<file path="src/rtl/spikey_spi_shift.sv">
// SPI mode-0 master shifter: one DW-bit full-duplex transfer per handshake, MSB first.
// The SCK half-period comes from the selected bit of an upstream free-running divider.
module spikey_spi_shift #(
  parameter int DW = 8
) (
  input  logic          FCLK,
  input  logic          RST,
  input  logic [3:0]    fclk_div,
  input  logic [1:0]    div_sel,
  input  logic [DW-1:0] tx_data,
  input  logic          tx_valid,
  output logic          tx_ready,
  output logic [DW-1:0] rx_data,
  output logic          rx_valid,
  output logic          busy,
  output logic          SCK,
  output logic          MOSI,
  input  logic          MISO,
  output logic          CS_N
);

  localparam int CW = (DW > 2) ? $clog2(DW) : 1;
  localparam logic [CW-1:0] LAST_BIT = CW'(DW - 1);

  typedef enum logic [1:0] {
    IDLE  = 2'd0,
    SETUP = 2'd1,
    SHIFT = 2'd2,
    HOLD  = 2'd3
  } state_t;

  state_t        state_reg, state_next;
  logic [3:0]    fclk_div_q;
  logic [1:0]    sel_reg, sel_next;
  logic          sck_reg, sck_next;
  logic          mosi_reg, mosi_next;
  logic          cs_n_reg, cs_n_next;
  logic [DW-1:0] tx_shift_reg, tx_shift_next;
  logic [DW-1:0] rx_shift_reg, rx_shift_next;
  logic [DW-1:0] rx_data_reg, rx_data_next;
  logic          rx_valid_reg, rx_valid_next;
  logic [CW-1:0] bitcnt_reg, bitcnt_next;
  logic          tick;

  // An edge on the selected divider bit marks one SCK half-period.
  assign tick = fclk_div[sel_reg] ^ fclk_div_q[sel_reg];

  assign tx_ready = (state_reg == IDLE) && !RST;
  assign busy     = (state_reg != IDLE);
  assign SCK      = sck_reg;
  assign MOSI     = mosi_reg;
  assign CS_N     = cs_n_reg;
  assign rx_data  = rx_data_reg;
  assign rx_valid = rx_valid_reg;

  always_comb begin
    state_next    = state_reg;
    sel_next      = sel_reg;
    sck_next      = sck_reg;
    mosi_next     = mosi_reg;
    cs_n_next     = cs_n_reg;
    tx_shift_next = tx_shift_reg;
    rx_shift_next = rx_shift_reg;
    rx_data_next  = rx_data_reg;
    rx_valid_next = 1'b0;
    bitcnt_next   = bitcnt_reg;

    case (state_reg)
      IDLE: begin
        if (tx_valid) begin
          tx_shift_next = tx_data;
          mosi_next     = tx_data[DW-1];
          cs_n_next     = 1'b0;
          bitcnt_next   = LAST_BIT;
          sel_next      = div_sel;
          state_next    = SETUP;
        end
      end
      SETUP: begin
        if (tick) begin
          state_next = SHIFT;
        end
      end
      SHIFT: begin
        if (tick) begin
          if (!sck_reg) begin
            sck_next      = 1'b1;
            rx_shift_next = {rx_shift_reg[DW-2:0], MISO};
          end else begin
            sck_next = 1'b0;
            if (bitcnt_reg != '0) begin
              tx_shift_next = {tx_shift_reg[DW-2:0], 1'b0};
              mosi_next     = tx_shift_reg[DW-2];
              bitcnt_next   = bitcnt_reg - 1'b1;
            end else begin
              state_next = HOLD;
            end
          end
        end
      end
      HOLD: begin
        if (tick) begin
          cs_n_next     = 1'b1;
          mosi_next     = 1'b0;
          rx_data_next  = rx_shift_reg;
          rx_valid_next = 1'b1;
          state_next    = IDLE;
        end
      end
      default: state_next = IDLE;
    endcase
  end

  always_ff @(posedge FCLK) begin
    fclk_div_q <= fclk_div;
    if (RST) begin
      state_reg    <= IDLE;
      sel_reg      <= '0;
      sck_reg      <= 1'b0;
      mosi_reg     <= 1'b0;
      cs_n_reg     <= 1'b1;
      tx_shift_reg <= '0;
      rx_shift_reg <= '0;
      rx_data_reg  <= '0;
      rx_valid_reg <= 1'b0;
      bitcnt_reg   <= '0;
    end else begin
      state_reg    <= state_next;
      sel_reg      <= sel_next;
      sck_reg      <= sck_next;
      mosi_reg     <= mosi_next;
      cs_n_reg     <= cs_n_next;
      tx_shift_reg <= tx_shift_next;
      rx_shift_reg <= rx_shift_next;
      rx_data_reg  <= rx_data_next;
      rx_valid_reg <= rx_valid_next;
      bitcnt_reg   <= bitcnt_next;
    end
  end

endmodule
</file>
<file path="config.mk">
export PLATFORM = sky130hd
export DESIGN_NAME = spikey_spi_shift
export DESIGN_NICKNAME = d
export VERILOG_FILES = /design/src/rtl/spikey_spi_shift.sv
export SDC_FILE = /design/constraint.sdc
export NUM_CORES = 1
export LEC_CHECK = 0
export ABC_AREA = 1
export CORE_UTILIZATION = 46
export DETAILED_ROUTE_END_ITERATION = 6
export GPL_TIMING_DRIVEN = 0
export PLACE_DENSITY = 0.72
export SYNTH_ARGS = -nofsm -noshare
export SYNTH_HDL_FRONTEND = slang
export SYNTH_SLANG_ARGS = --single-unit
</file>
<file path="constraint.sdc">
create_clock -name FCLK -period 1.7 [get_ports FCLK]
set_input_delay 0.51 -clock FCLK [delete_from_list [all_inputs] [get_ports FCLK]]
set_output_delay 0.51 -clock FCLK [all_outputs]
set_load 0.01 [all_outputs]
</file>
==> After elaboration in Yosys (flattened, before gate mapping) <==
Cells that the tools add are included.
{ "classes": {"n_lt_le_gt_ge": 1, "bitwise": 3, "addsub": 1, "n_mux": 32, "n_reduce_logical": 17, "eq_ne": 10} }
{ "ops": {"columns": ["cell", "count"], "rows": [
  ["7-bit two-way mux", 4],
  ["2-bit inequality test, second input constant", 7],
  ["7-bit case mux with 2 select lines", 1],
  ["2-bit two-way mux", 6],
  ["3-bit two-way mux", 4],
  ["6-bit AND reduction", 2],
  ["1-bit two-way mux", 11],
  ["2-bit case mux with 4 select lines", 1],
  ["3-bit case mux with 2 select lines", 1],
  ["2-bit AND reduction", 3],
  ["3-bit AND reduction", 2],
  ["2-bit nonzero test", 3],
  ["3-bit nonzero test", 2],
  ["5-bit AND reduction", 1],
  ["1-bit binary-select mux with 2-bit select", 2],
  ["2-bit equality test, second input constant", 2],
  ["2-bit by 3-bit less-than comparator with 1-bit output, second input constant", 1],
  ["1-bit case mux with 3 select lines", 1],
  ["3-bit by 1-bit subtractor with 3-bit output, second input constant", 1],
  ["2-bit by 1-bit equality test with 1-bit output, second input constant", 1],
  ["2-bit zero test", 1],
  ["1-bit NOT", 2],
  ["1-bit case mux with 2 select lines", 1],
  ["2-bit OR reduction", 1],
  ["3 further kinds", 3]
]} }
{ "word_totals": {"register_bits": 38, "inputBits": 18, "elab_cells": 75} }

==> Depth between registers and ports, before layout <==
Gate-level depths: netlist (run 1).
{ "depth": {"ltp_word": 5, "ltp_mapped": 11, "mapped_depth_nobuf": 11} }

==> Worst setup path after synthesis (run 1) <==
No wires, ideal clock.
{ "synth_path": {"kind": "input-to-output", "from": "input RST", "to": "output tx_ready", "arrival_ns": 1.108, "stages": 3, "slack_ns": 0.082, "cell_sequence": "clkbuf_1 clkbuf_1 nor2_1"} }
{ "synth_via": {"elab_chain_len": 2} }
{ "synth_rtl": {"columns": ["item", "line", "source"], "rows": [
  ["from (decl)", "7", "input logic RST,"],
  ["1-bit zero test", "48", "assign tx_ready = (state_reg == IDLE) && !RST;"],
  ["1-bit logical AND", "48", null],
  ["to (decl)", "12", "output logic tx_ready,"]
]} }
No other way between the ends.

==> Worst setup path in the final report (run 1) <==
{ "layout_path": {"from": "register rx_data_reg[3], in the netlist rx_data[3]", "to": "output rx_data[3]"} }
{ "layout_rtl": {"columns": ["item", "line", "source"], "rows": [
  ["from (decl)", "40", "logic [DW-1:0] rx_data_reg, rx_data_next;"],
  ["from (signal assigned)", "135", "rx_data_reg <= rx_data_next;"],
  ["to (decl)", "13", "output logic [DW-1:0] rx_data,"]
]} }
No word-level cell between the ends.

==> results by group, run 1 <==
Outcome
  • Status: finished, final reports clean

Worst setup path
  • Worst path arrival time: ~1.2 ns
  • CP peak stage delay: about 0.53 ns
  • CP Capture Type: output port
  • Max Fanout on Critical Path: 2
  • Slowest-stage cell, CP: clkdlybuf4s50_1
  • Path depth of the worst reg2reg path: 10
  • Stages on worst setup path: 1
  • Crit path cell chain: clkdlybuf4s50_1
  • Buf+Inv Stages, Crit Path: 1
  • CP Launch Type: register
  • Worst EP required: 1.19 ns
  • Delay-heaviest family, CP: buffers and inverters
  • Critical path type: reg -> out

Clock tree
  • Root buffer cell: clkbuf_8
  • Clock latency at the later pin of the worst-skew pair: approximately 0.3 ns
  • Cts bufs inserted: 5
  • # H-tree levels: 2
  • TritonCTS clock tree: done
  • CTS Hold Bufs: 0
  • Clk buf depth: 2
  • TritonCTS Sinks: 38
  • Clock slew at the register clock pins of the worst setup and hold paths: about 0.08 ns

Logic synthesis
  • Mapped Nets: around 270
  • Commonest register cell after synthesis: dfxtp_1
  • Synth top cells by count: nand2_1, dfxtp_1, a21oi_1, nor2_1, inv_1
  • Post-synthesis register bit count: 38
  • Avg Cell Area, Syn: roughly 7.2 um^2
  • Synth top area share: between 40% and 50%
  • Post-Syn Area: roughly 1800 um^2
  • Most numerous cell in the Yosys netlist: nand2_1
  • Register area share after synthesis: a little over two fifths
  • Yosys warns: 0
  • Mapped Cells: roughly 250
  • Async SR Flop Fraction: 0%
  • Ranking of synthesized cells by area: dfxtp_1, nand2_1, a21oi_1
  • Cell taking the most area after synthesis: dfxtp_1
  • Post-synth EDFFs: 0
  • Yosys cell types: 23

Final layout
  • Ant diodes: 0
  • Fraction of layout cells with a size suffix above 1: about a fifth
  • Area grow syn2layout: 38.0%
  • Layout Nets: approximately 320
  • Fin cells: 343

Power and ir drop
  • Peak supply drop: 1.27 mV
  • Leakage: 0.00118 uW
  • Cell area power density: 1640 nW/um^2
  • Final Total Pwr: 4050 uW

Route
  • DR vias/cell: ~4.8
  • Residual DRC: 0
  • Routed length per placed instance: 11.1 um
  • Drt total wl: between 3 and 4 mm
  • Antenna Nets Post-Route: 0
  • First-pass DRT Iterations: 4
  • Detailed Route Iter0 Violations: 83
  • Vias after detailed routing: about 1600

Global route
  • GR met3 Demand/Resource: under 10%
  • Initial antenna violation count: 0
  • Vias in the first global route: between 1000 and 1500
  • GRT Util Overall: around 20%
  • Grt total ovfl: 0
  • Global-route wire length before repair: 6.22 mm
  • Largest net degree at the start of global routing: 14
  • Met2 Usage GRT: 34.9%
  • Met1 GRT Util: 22.1%
  • GRT busiest layer: met2

STA
  • Normalized max-slew margin: 64.5%
  • Max-slew violation count: 0
  • Final Hold Violating Endpoints: 0
  • Peak Freq: roughly 600 MHz
  • Clock skew after layout: around 0.0097 ns
  • Shortest period the worst path allows: 1.67 ns
  • Actual slew at the worst max-slew pin: ~0.53 ns
  • WHS: approximately 0.37 ns
  • Final critical-path share of the clock period: 98.5%
  • Final setup viols: 0

Place
  • GP Congestion: roughly 0.74
  • Placed Instances: 325
  • Post-DP HPWL: between 2 and 2.5 mm
  • PortBufs: 30

Floorplan
  • Row Count: 22
  • # IOs: 32
  • Core footprint: ~3700 um^2
  • Die width: ~64 um
  • DIE AREA: 4140 um^2
  • Die Height: approximately 64 um
  • Initial Util: 48.4%

Flow run
  • Max Cap Viol: 0

Hold path
  • Worst Hold Depth: 1
  • Min-Delay Path Class: in -> reg
[final cells by class]
cell class | count | area [um^2]
plain buffers | 7 | 51.3
clock inverters | 3 | 68.8
clock buffers | 5 | 68.8
well taps | 48 | 60.1
multi-input cells | 173 | 931
fillers | 339 | 1220
inverters | 29 | 124
repair inverters | 1 | 3.75
flip-flops and latches | 38 | 766
repair buffers | 39 | 392
[power by group]
| part | switching (uW) | internal (uW) |
|---|---|---|
| logic | 1090 | 888 |
| registers | 79.3 | 1060 |
| clock network | 343 | 588 |
[cell families after synthesis]
family / count (synthesis) / synth area share (%)
AND/OR/NAND/NOR: 127 / 31.6
AO/OA/AOI/OAI: 39 / 12.0
flip-flops: 38 / 42.6
buffers and inverters: 36 / 8.89
adder cells (fa/ha/maj): 7 / 4.90
[worst paths after layout]
kind | start | to | slack [ns]
worst max register to register | bitcnt_reg[0] | tx_shift_reg[0] | 0.08
worst min register to register | rx_data[7] | rx_data[7] | 0.47
worst max-delay path | rx_data[3] | rx_data[3] | 0.03
worst min-delay path | fclk_div[1] | fclk_div_q[1] | 0.37
[metrics by stage]
stage | worst slack (ns) | TNS [ns] | util (%) | cell area, um^2
after floorplan | 0.0821 | 0 | - | 1790
after global placement | -0.535 | -10.54 | 58.2 | 2150
after detailed placement | -0.544 | -11.45 | 58.2 | 2150
after CTS | 0.000651 | 0 | 64.6 | 2380
after global routing | -0.0312 | -0.0539 | 66.8 | 2460
final | 0.0257 | 0 | 66.8 | 2460
[metal layers]
layer | part of all wire [%] | vias to the layer above
li1 | - | 875
met1 | 44 | 723
met2 | 49 | 39
met3 | 4.5 | 8
met4 | 2.0 | 0
met5 | 0 | -
[cell usage in the layout, fill, tap and decap left out, types with 2 or more instances in the layout]
| cell type | instances |
|---|---|
| a21oi_1 | 22 |
| a21oi_2 | 4 |
| buf_4 | 7 |
| buf_6 | 2 |
| bufinv_16 | 2 |
| clkbuf_1 | 2 |
| clkbuf_2 | 3 |
| clkbuf_8 | 5 |
| clkdlybuf4s50_1 | 18 |
| dfxtp_1 | 34 |
| dfxtp_2 | 4 |
| dlygate4sd2_1 | 2 |
| dlymetal6s2s_1 | 8 |
| ha_1 | 5 |
| ha_4 | 2 |
| inv_1 | 20 |
| inv_2 | 5 |
| inv_4 | 4 |
| nand2_1 | 78 |
| nand2_2 | 4 |
| nand2_4 | 2 |
| nand3_1 | 10 |
| nand3_2 | 2 |
| nand4_1 | 3 |
| nor2_1 | 23 |
| o21ai_0 | 9 |
[repair_timing]
action / 4_1_cts / 5_1_grt
cloned: 1 / 0
setup buffers: 5 / 4
setup endpoints to repair: 25 / 35
gates resized for setup: 24 / 21
pin swaps: 2 / 3
No activity file was read; power rests on OpenSTA's default activity.
==> inputs of run 2 (changes only) <==
--- a/config.mk
+++ b/config.mk
@@ -5,11 +5,10 @@
 export SDC_FILE = /design/constraint.sdc
 export NUM_CORES = 1
 export LEC_CHECK = 0
-export ABC_AREA = 1
-export CORE_UTILIZATION = 46
+export CORE_UTILIZATION = 47
 export DETAILED_ROUTE_END_ITERATION = 6
 export GPL_TIMING_DRIVEN = 0
-export PLACE_DENSITY = 0.72
+export PLACE_DENSITY = 0.73
 export SYNTH_ARGS = -nofsm -noshare
 export SYNTH_HDL_FRONTEND = slang
 export SYNTH_SLANG_ARGS = --single-unit
==> run 2 against run 1 <==
Compared with the run above:
- the flow now finishes with violations (setup timing)
- final area rose by 8.9%
- synthesized cell count fell by 19%
- sequential share of layout area fell by 2.1 points
- maximum frequency fell by 5.1%
- sequential power rose by 5%
- largest cell class unchanged
- largest power group unchanged
==> results by group, run 2 <==
Outcome
  • Status: finished with violations
  • Failing checks: setup timing

Logic synthesis
  • Avg Cell Area, Syn: ~9.1 um^2
  • Mapped Cells: around 200
  • Mapped Nets: about 220
  • Ranking of synthesized cells by area: dfxtp_1, a21oi_1, o21ai_0
  • Register area share after synthesis: 42.2%
  • Synth top cells by count: dfxtp_1, a21oi_1, o21ai_0, nand3_1, a211oi_1
  • Yosys warns: 0
  • Compound-Gate Fraction of Synth Area: around a quarter
  • Commonest register cell after synthesis: dfxtp_1
  • Async SR Flop Fraction: 0%
  • Post-synth EDFFs: 0
  • Post-Syn Area: 1800 um^2
  • Cell taking the most area after synthesis: dfxtp_1
  • Post-Synth Adder-Cell Area: between 4 and 5%
  • Post-synthesis register bit count: 38
  • Simple-gate share of the synthesized area: between 10% and 20%
  • Yosys cell types: 35
  • Synth top area share: a little over two fifths
  • Most numerous cell in the Yosys netlist: dfxtp_1
  • Post-synthesis mux area share: ~6.4%
  • Main combinational cell family by area after synthesis: compound AO/OA/AOI/OAI gates
  • Post-synthesis xor/xnor area fraction: a little under 4%

Power and ir drop
  • Peak supply drop: 0.987 mV
  • Leakage: approximately 0.0011 uW
  • Cell area power density: 1690 nW/um^2

Worst setup path
  • Worst path arrival time: approximately 1.3 ns
  • Max Fanout on Critical Path: 4
  • CP Launch Type: register
  • Critical path type: reg -> out
  • CP Capture Type: output port
  • Worst EP required: between 1 and 1.5 ns

Place
  • Area of placed instances: 2220 um^2
  • GP Congestion: between 0.8 and 0.9
  • PortBufs: 31
  • Setup Slack @ Placement: -0.899 ns
  • Post-DP HPWL: 2.84 mm

Final layout
  • Ant diodes: 0
  • Multi-input logic area: roughly 1100 um^2
  • Design Area, Final: between 2000 and 3000 um^2
  • Layout Nets: between 200 and 300
  • Commonest non-fill, non-tap cell in the layout: dfxtp_1
  • Most frequent cells in the layout: dfxtp_1, a21oi_1, buf_4
  • Filler cells: approximately 260
  • Area grow syn2layout: 48.8%
  • Fraction of layout cells with a size suffix above 1: 32.2%
  • Sequential standard cell area: 778 um^2

STA
  • Final Hold Violating Endpoints: 0
  • Max-slew violation count: 0
  • WHS: 0.342 ns
  • Normalized max-slew margin: ~58%
  • Unrepaired setup endpoints after global routing: true
  • Clock skew after layout: around 0.0085 ns
  • Shortest period the worst path allows: approximately 1.8 ns
  • Fin worst setup slack: -0.0646 ns
  • Setup TNS: -0.379 ns
  • Peak Freq: 567 MHz
  • Final critical-path share of the clock period: 104%
  • Actual slew at the worst max-slew pin: around 0.64 ns
  • Final setup viols: 12

Global route
  • Grt total ovfl: 0
  • GRT Util Overall: about a quarter
  • Vias in the first global route: about 1600
  • Largest net degree at the start of global routing: 12
  • Initial antenna violation count: 0
  • Global-route wire length before repair: 7.48 mm

Floorplan
  • DIE AREA: between 4000 and 5000 um^2
  • Core footprint: about 3700 um^2
  • # IOs: 32
  • Die width: 64.0 um
  • Row Count: 22
  • Initial Util: 49.3%
  • Die Height: ~64 um

Clock tree
  • Clk buf depth: 2
  • # H-tree levels: 2
  • TritonCTS clock tree: done
  • Root buffer cell: clkbuf_8
  • Cts bufs inserted: 5
  • TritonCTS Sinks: 38
  • Clock slew at the register clock pins of the worst setup and hold paths: 0.08 ns
  • Clock latency at the later pin of the worst-skew pair: around 0.3 ns

Route
  • Drt total wl: slightly below 5 mm
  • First-pass DRT Iterations: 4
  • Detailed Route Iter0 Violations: 127
  • Routed length per placed instance: 15.9 um
  • DR vias/cell: roughly 5.6
  • Antenna Nets Post-Route: 0
  • Vias after detailed routing: roughly 1700
  • Residual DRC: 0

Hold path
  • Min-Delay Path Class: in -> reg

Flow run
  • Max Cap Viol: 0
## run 2: final cells by class
class | count | area share, %
clock buffers | 7 | 2.84
repair buffers | 55 | 18.5
well taps | 48 | 2.24
plain buffers | 14 | 4.01
inverters | 10 | 1.77
flip-flops and latches | 38 | 29.0
clock inverters | 1 | 1.12
multi-input cells | 136 | 40.5
## run 2: routing by layer
layer	GRT usage (%)	wire (um)	up-vias
li1	-	-	840
met1	32.7	2160	822
met2	37.1	2440	46
met3	3.39	248	8
met4	9.38	62	0
met5	0	0	-
## run 2: final timing paths
kind         slack [ns]     startpoint               to  cells past startpoint
max reg2reg       -0.05   state_reg[0]  tx_shift_reg[6]                      9
min reg2reg        0.47  bitcnt_reg[2]    bitcnt_reg[2]                      1
min                0.34    fclk_div[3]    fclk_div_q[3]                      1
max               -0.06   state_reg[1]         tx_ready                      6
## run 2: logic make-up (layout without fill, tap and decap cells)
kind of cell / count (synthesis) / count (layout)
muxes: 9 / 9
buffers and inverters: 25 / 87
xor gates and xnor gates: 8 / 8
AOI/OAI and AO/OA: 73 / 73
and+or+nand+nor: 39 / 39
DFF: 38 / 38
adders and majority gates: 7 / 7
## run 2: what timing repair did
item / CTS / global route
gates resized for setup: 56 / 44
hold buffers: 0 / 0
buffers inserted: 11 / 11
pin swaps: 6 / 9
endpoints found under the setup margin: 36 / 27
cloned: 0 / 2
## run 2: report_power, final
| group | switching [uW] | internal (uW) | leakage, uW |
|---|---|---|---|
| Combinational | 1270 | 1310 | 0.000701 |
| Sequential | 124 | 1070 | 0.000314 |
| Clock | 321 | 439 | 0.0000524 |
| Total | 1710 | 2830 | 0.00107 |
## run 2: per-stage QoR
stage          power, uW  util (%)  instances
4_1_cts             3880      67.5        297
3_5_place_dp        2850      60.7        278
6_report            4540      73.3        309
5_1_grt             4770      73.3        309
3_3_place_gp        2830      60.7        278
2_1_floorplan       2420         -        199
## run 2: critical path, cell delays in order, from the launching register on
cell,delay (ns)
dfxtp_4,0.39
inv_4,0.05
ha_4,0.17
buf_6,0.12
inv_6,0.06
nor2_1,0.04
buf_2,0.13
==> inputs of run 3 (changes only) <==
--- a/config.mk
+++ b/config.mk
@@ -7,8 +7,10 @@
 export LEC_CHECK = 0
 export CORE_UTILIZATION = 47
 export DETAILED_ROUTE_END_ITERATION = 6
+export GPL_ROUTABILITY_DRIVEN = 0
 export GPL_TIMING_DRIVEN = 0
 export PLACE_DENSITY = 0.73
+export SETUP_SLACK_MARGIN = 0.2
 export SYNTH_ARGS = -nofsm -noshare
 export SYNTH_HDL_FRONTEND = slang
 export SYNTH_SLANG_ARGS = --single-unit
==> run 3 against run 2 <==
Compared with the run above:
- the run still ends with setup timing left
- maximum frequency shrank 3.1%
- routed wire length up 37%
- register-to-register slack worse by 0.07 ns
- cell count grew 4.5%
- sequential share of layout area down 4.6 points
- non-clock buffer count rose by 14
- first-iteration DRC count grew 34%
- count of clock-buffer cells in the layout fell by 1
- sequential power is 3% higher
==> results by group, run 3 (same netlist as run 2, synthesis figures left out) <==
Outcome
  • Status: finished with violations
  • Failing checks: setup timing

Route
  • First-pass DRT Iterations: 4
  • Routed length per placed instance: between 20 and 25 um
  • Vias after detailed routing: between 1500 and 2000
  • DR vias/cell: between 5 and 6
  • Residual DRC: 0
  • Drt total wl: approximately 6.7 mm
  • Antenna Nets Post-Route: 0
  • Detailed Route Iter0 Violations: 170

STA
  • Normalized max-slew margin: a little over two fifths
  • Fin worst setup slack: -0.121 ns
  • Max-slew violation count: 0
  • Shortest period the worst path allows: approximately 1.8 ns
  • Unrepaired setup endpoints after global routing: true
  • Actual slew at the worst max-slew pin: about 0.84 ns
  • Final setup viols: 13
  • Peak Freq: 549 MHz
  • Final Hold Violating Endpoints: 0
  • WHS: 0.332 ns
  • Clock skew after layout: 0.00684 ns
  • Final critical-path share of the clock period: 107%

Place
  • Post-DP HPWL: 2.94 mm
  • Setup Slack @ Placement: -0.924 ns
  • PortBufs: 31
  • Placed Instances: between 200 and 300
  • Area of placed instances: between 2000 and 2500 um^2

Power and ir drop
  • Cell area power density: 1740 nW/um^2
  • Leakage: ~0.0012 uW
  • Switch Pwr: approximately 2200 uW
  • Switch share: about two fifths
  • Final Total Pwr: around 5600 uW
  • Combinational share of power: between 60 and 70%
  • Clock power share: 17.0%
  • Peak supply drop: between 1 and 1.5 mV
  • Register share of total power: 22.2%
  • Internal: 3420 uW

Worst setup path
  • Max Fanout on Critical Path: 6
  • Reg-to-Reg End: state_reg[1]
  • Crit path cell chain: inv_6, ha_4, buf_6, or3_4, a2111oi_4, mux2i_1
  • Reg-to-reg slack, setup: -0.12 ns
  • CP peak stage delay: between 0.4 and 0.5 ns
  • Reg-to-Reg Start: state_reg[0]
  • CP Launch Type: register
  • Worst path arrival time: 2.03 ns
  • Path depth of the worst reg2reg path: 6
  • Slowest-stage cell, CP: a2111oi_4
  • Worst EP required: 1.91 ns
  • CP Capture Type: register
  • Critical path type: reg -> reg

Final layout
  • Ant diodes: 0
  • Commonest non-fill, non-tap cell in the layout: dfxtp_1
  • Layout Nets: 299
  • Filler cells: 156
  • Most frequent cells in the layout: dfxtp_1, buf_4, buf_6
  • Fin cells: roughly 320
  • Area grow syn2layout: 78.3%
  • Fraction of layout cells with a size suffix above 1: 57.5%
  • Design Area, Final: ~3200 um^2

Floorplan
  • Die width: 64.0 um
  • # IOs: 32
  • Die Height: about 64 um
  • Initial Util: between 40% and 50%
  • Row Count: 22
  • DIE AREA: between 4000 and 5000 um^2
  • Core footprint: 3660 um^2

Clock tree
  • Cts bufs inserted: 5
  • Root buffer cell: clkbuf_8
  • Clock slew at the register clock pins of the worst setup and hold paths: 0.07 ns
  • Clock latency at the later pin of the worst-skew pair: roughly 0.29 ns
  • TritonCTS Sinks: 38
  • Clk buf depth: 2
  • TritonCTS clock tree: done
  • # H-tree levels: 2

Global route
  • Initial antenna violation count: 0
  • Global-route wire length before repair: between 8 and 9 mm
  • Largest net degree at the start of global routing: 13
  • Grt total ovfl: 0
  • GRT Util Overall: a little over a quarter
  • Vias in the first global route: roughly 1700

Flow run
  • Max Cap Viol: 0

Hold path
  • Hold EP: fclk_div_q[3]
  • Hold Crit Start: fclk_div[3]
  • Min-Delay Path Class: in -> reg
  • Worst Hold Depth: 1
[run 3: cell count changes in the layout (fill, tap and decap cells not counted), sizes merged]
cell           previous run  this run
buf                      36        51
dlygate4sd2               3        13
clkdlybuf4s50            17        11
dlymetal6s2s              4         0
bufinv                    1         2
clkbuf                   15        14
clkdlybuf4s15             1         0
[run 3: what timing repair did]
item	CTS	global route
gates cloned	5	1
endpoints found under the hold margin	0	0
setup buffers	17	14
resized for setup	125	76
endpoints found under the setup margin	46	35
hold buffers	0	0
pin swaps	37	29
[run 3: area by class of cell]
| cell class | count | area, um^2 | share of cell area [%] |
|---|---|---|---|
| tap | 48 | 60.1 | 1.87 |
| sequential | 38 | 783 | 24.3 |
| clock inverter | 2 | 60.1 | 1.87 |
| multi-input combinational | 136 | 1400 | 43.5 |
| buffer | 15 | 145 | 4.51 |
| inverter | 10 | 47.5 | 1.48 |
| timing repair buffer | 68 | 639 | 19.9 |
| clock buffer | 6 | 82.6 | 2.57 |
[run 3: power groups by stage]
stage | Clock (uW) | Sequential [uW] | Combinational, uW
after floorplan | 0 | 1170 | 1290
after global placement | 0 | 1180 | 1680
after detailed placement | 0 | 1180 | 1710
after CTS | 948 | 1190 | 2400
after global routing | 991 | 1260 | 3550
final | 949 | 1240 | 3400
[run 3: worst max path at each step]
stage                       from      endpoint  slack, ns  depth (start not counted)
floorplan            fclk_div[3]  state_reg[1]      -0.08                          4
global placement             RST      tx_ready      -0.92                          4
detailed placement           RST      tx_ready      -0.92                          4
CTS                 state_reg[0]  state_reg[1]      -0.02                          6
global route        state_reg[0]  state_reg[1]      -0.12                          6
finish              state_reg[0]  state_reg[1]      -0.12                          6
[run 3: through the flow]
stage / utilization (%) / setup TNS [ns]
after floorplan: - / -0.181
after global placement: 61.5 / -19.88
after detailed placement: 61.5 / -20.70
after CTS: 77.0 / -0.0213
after global routing: 87.9 / -1.10
final: 87.9 / -0.498
[run 3: routing by layer]
| layer | wire length (um) | GRT usage (%) |
|---|---|---|
| met1 | 2740 | 33.8 |
| met4 | 187 | 7.10 |
| met5 | 0 | 0 |
| met3 | 420 | 4.46 |
| met2 | 3380 | 46.9 |
[run 3: worst max-delay path: cells and delay by family (launching register included)]
family	cells	cell delay, ns
flops	1	0.38
buf+inv	2	0.18
fa+ha+maj	1	0.17
simple gates	1	0.34
mux	1	0.23
compound gates	1	0.44
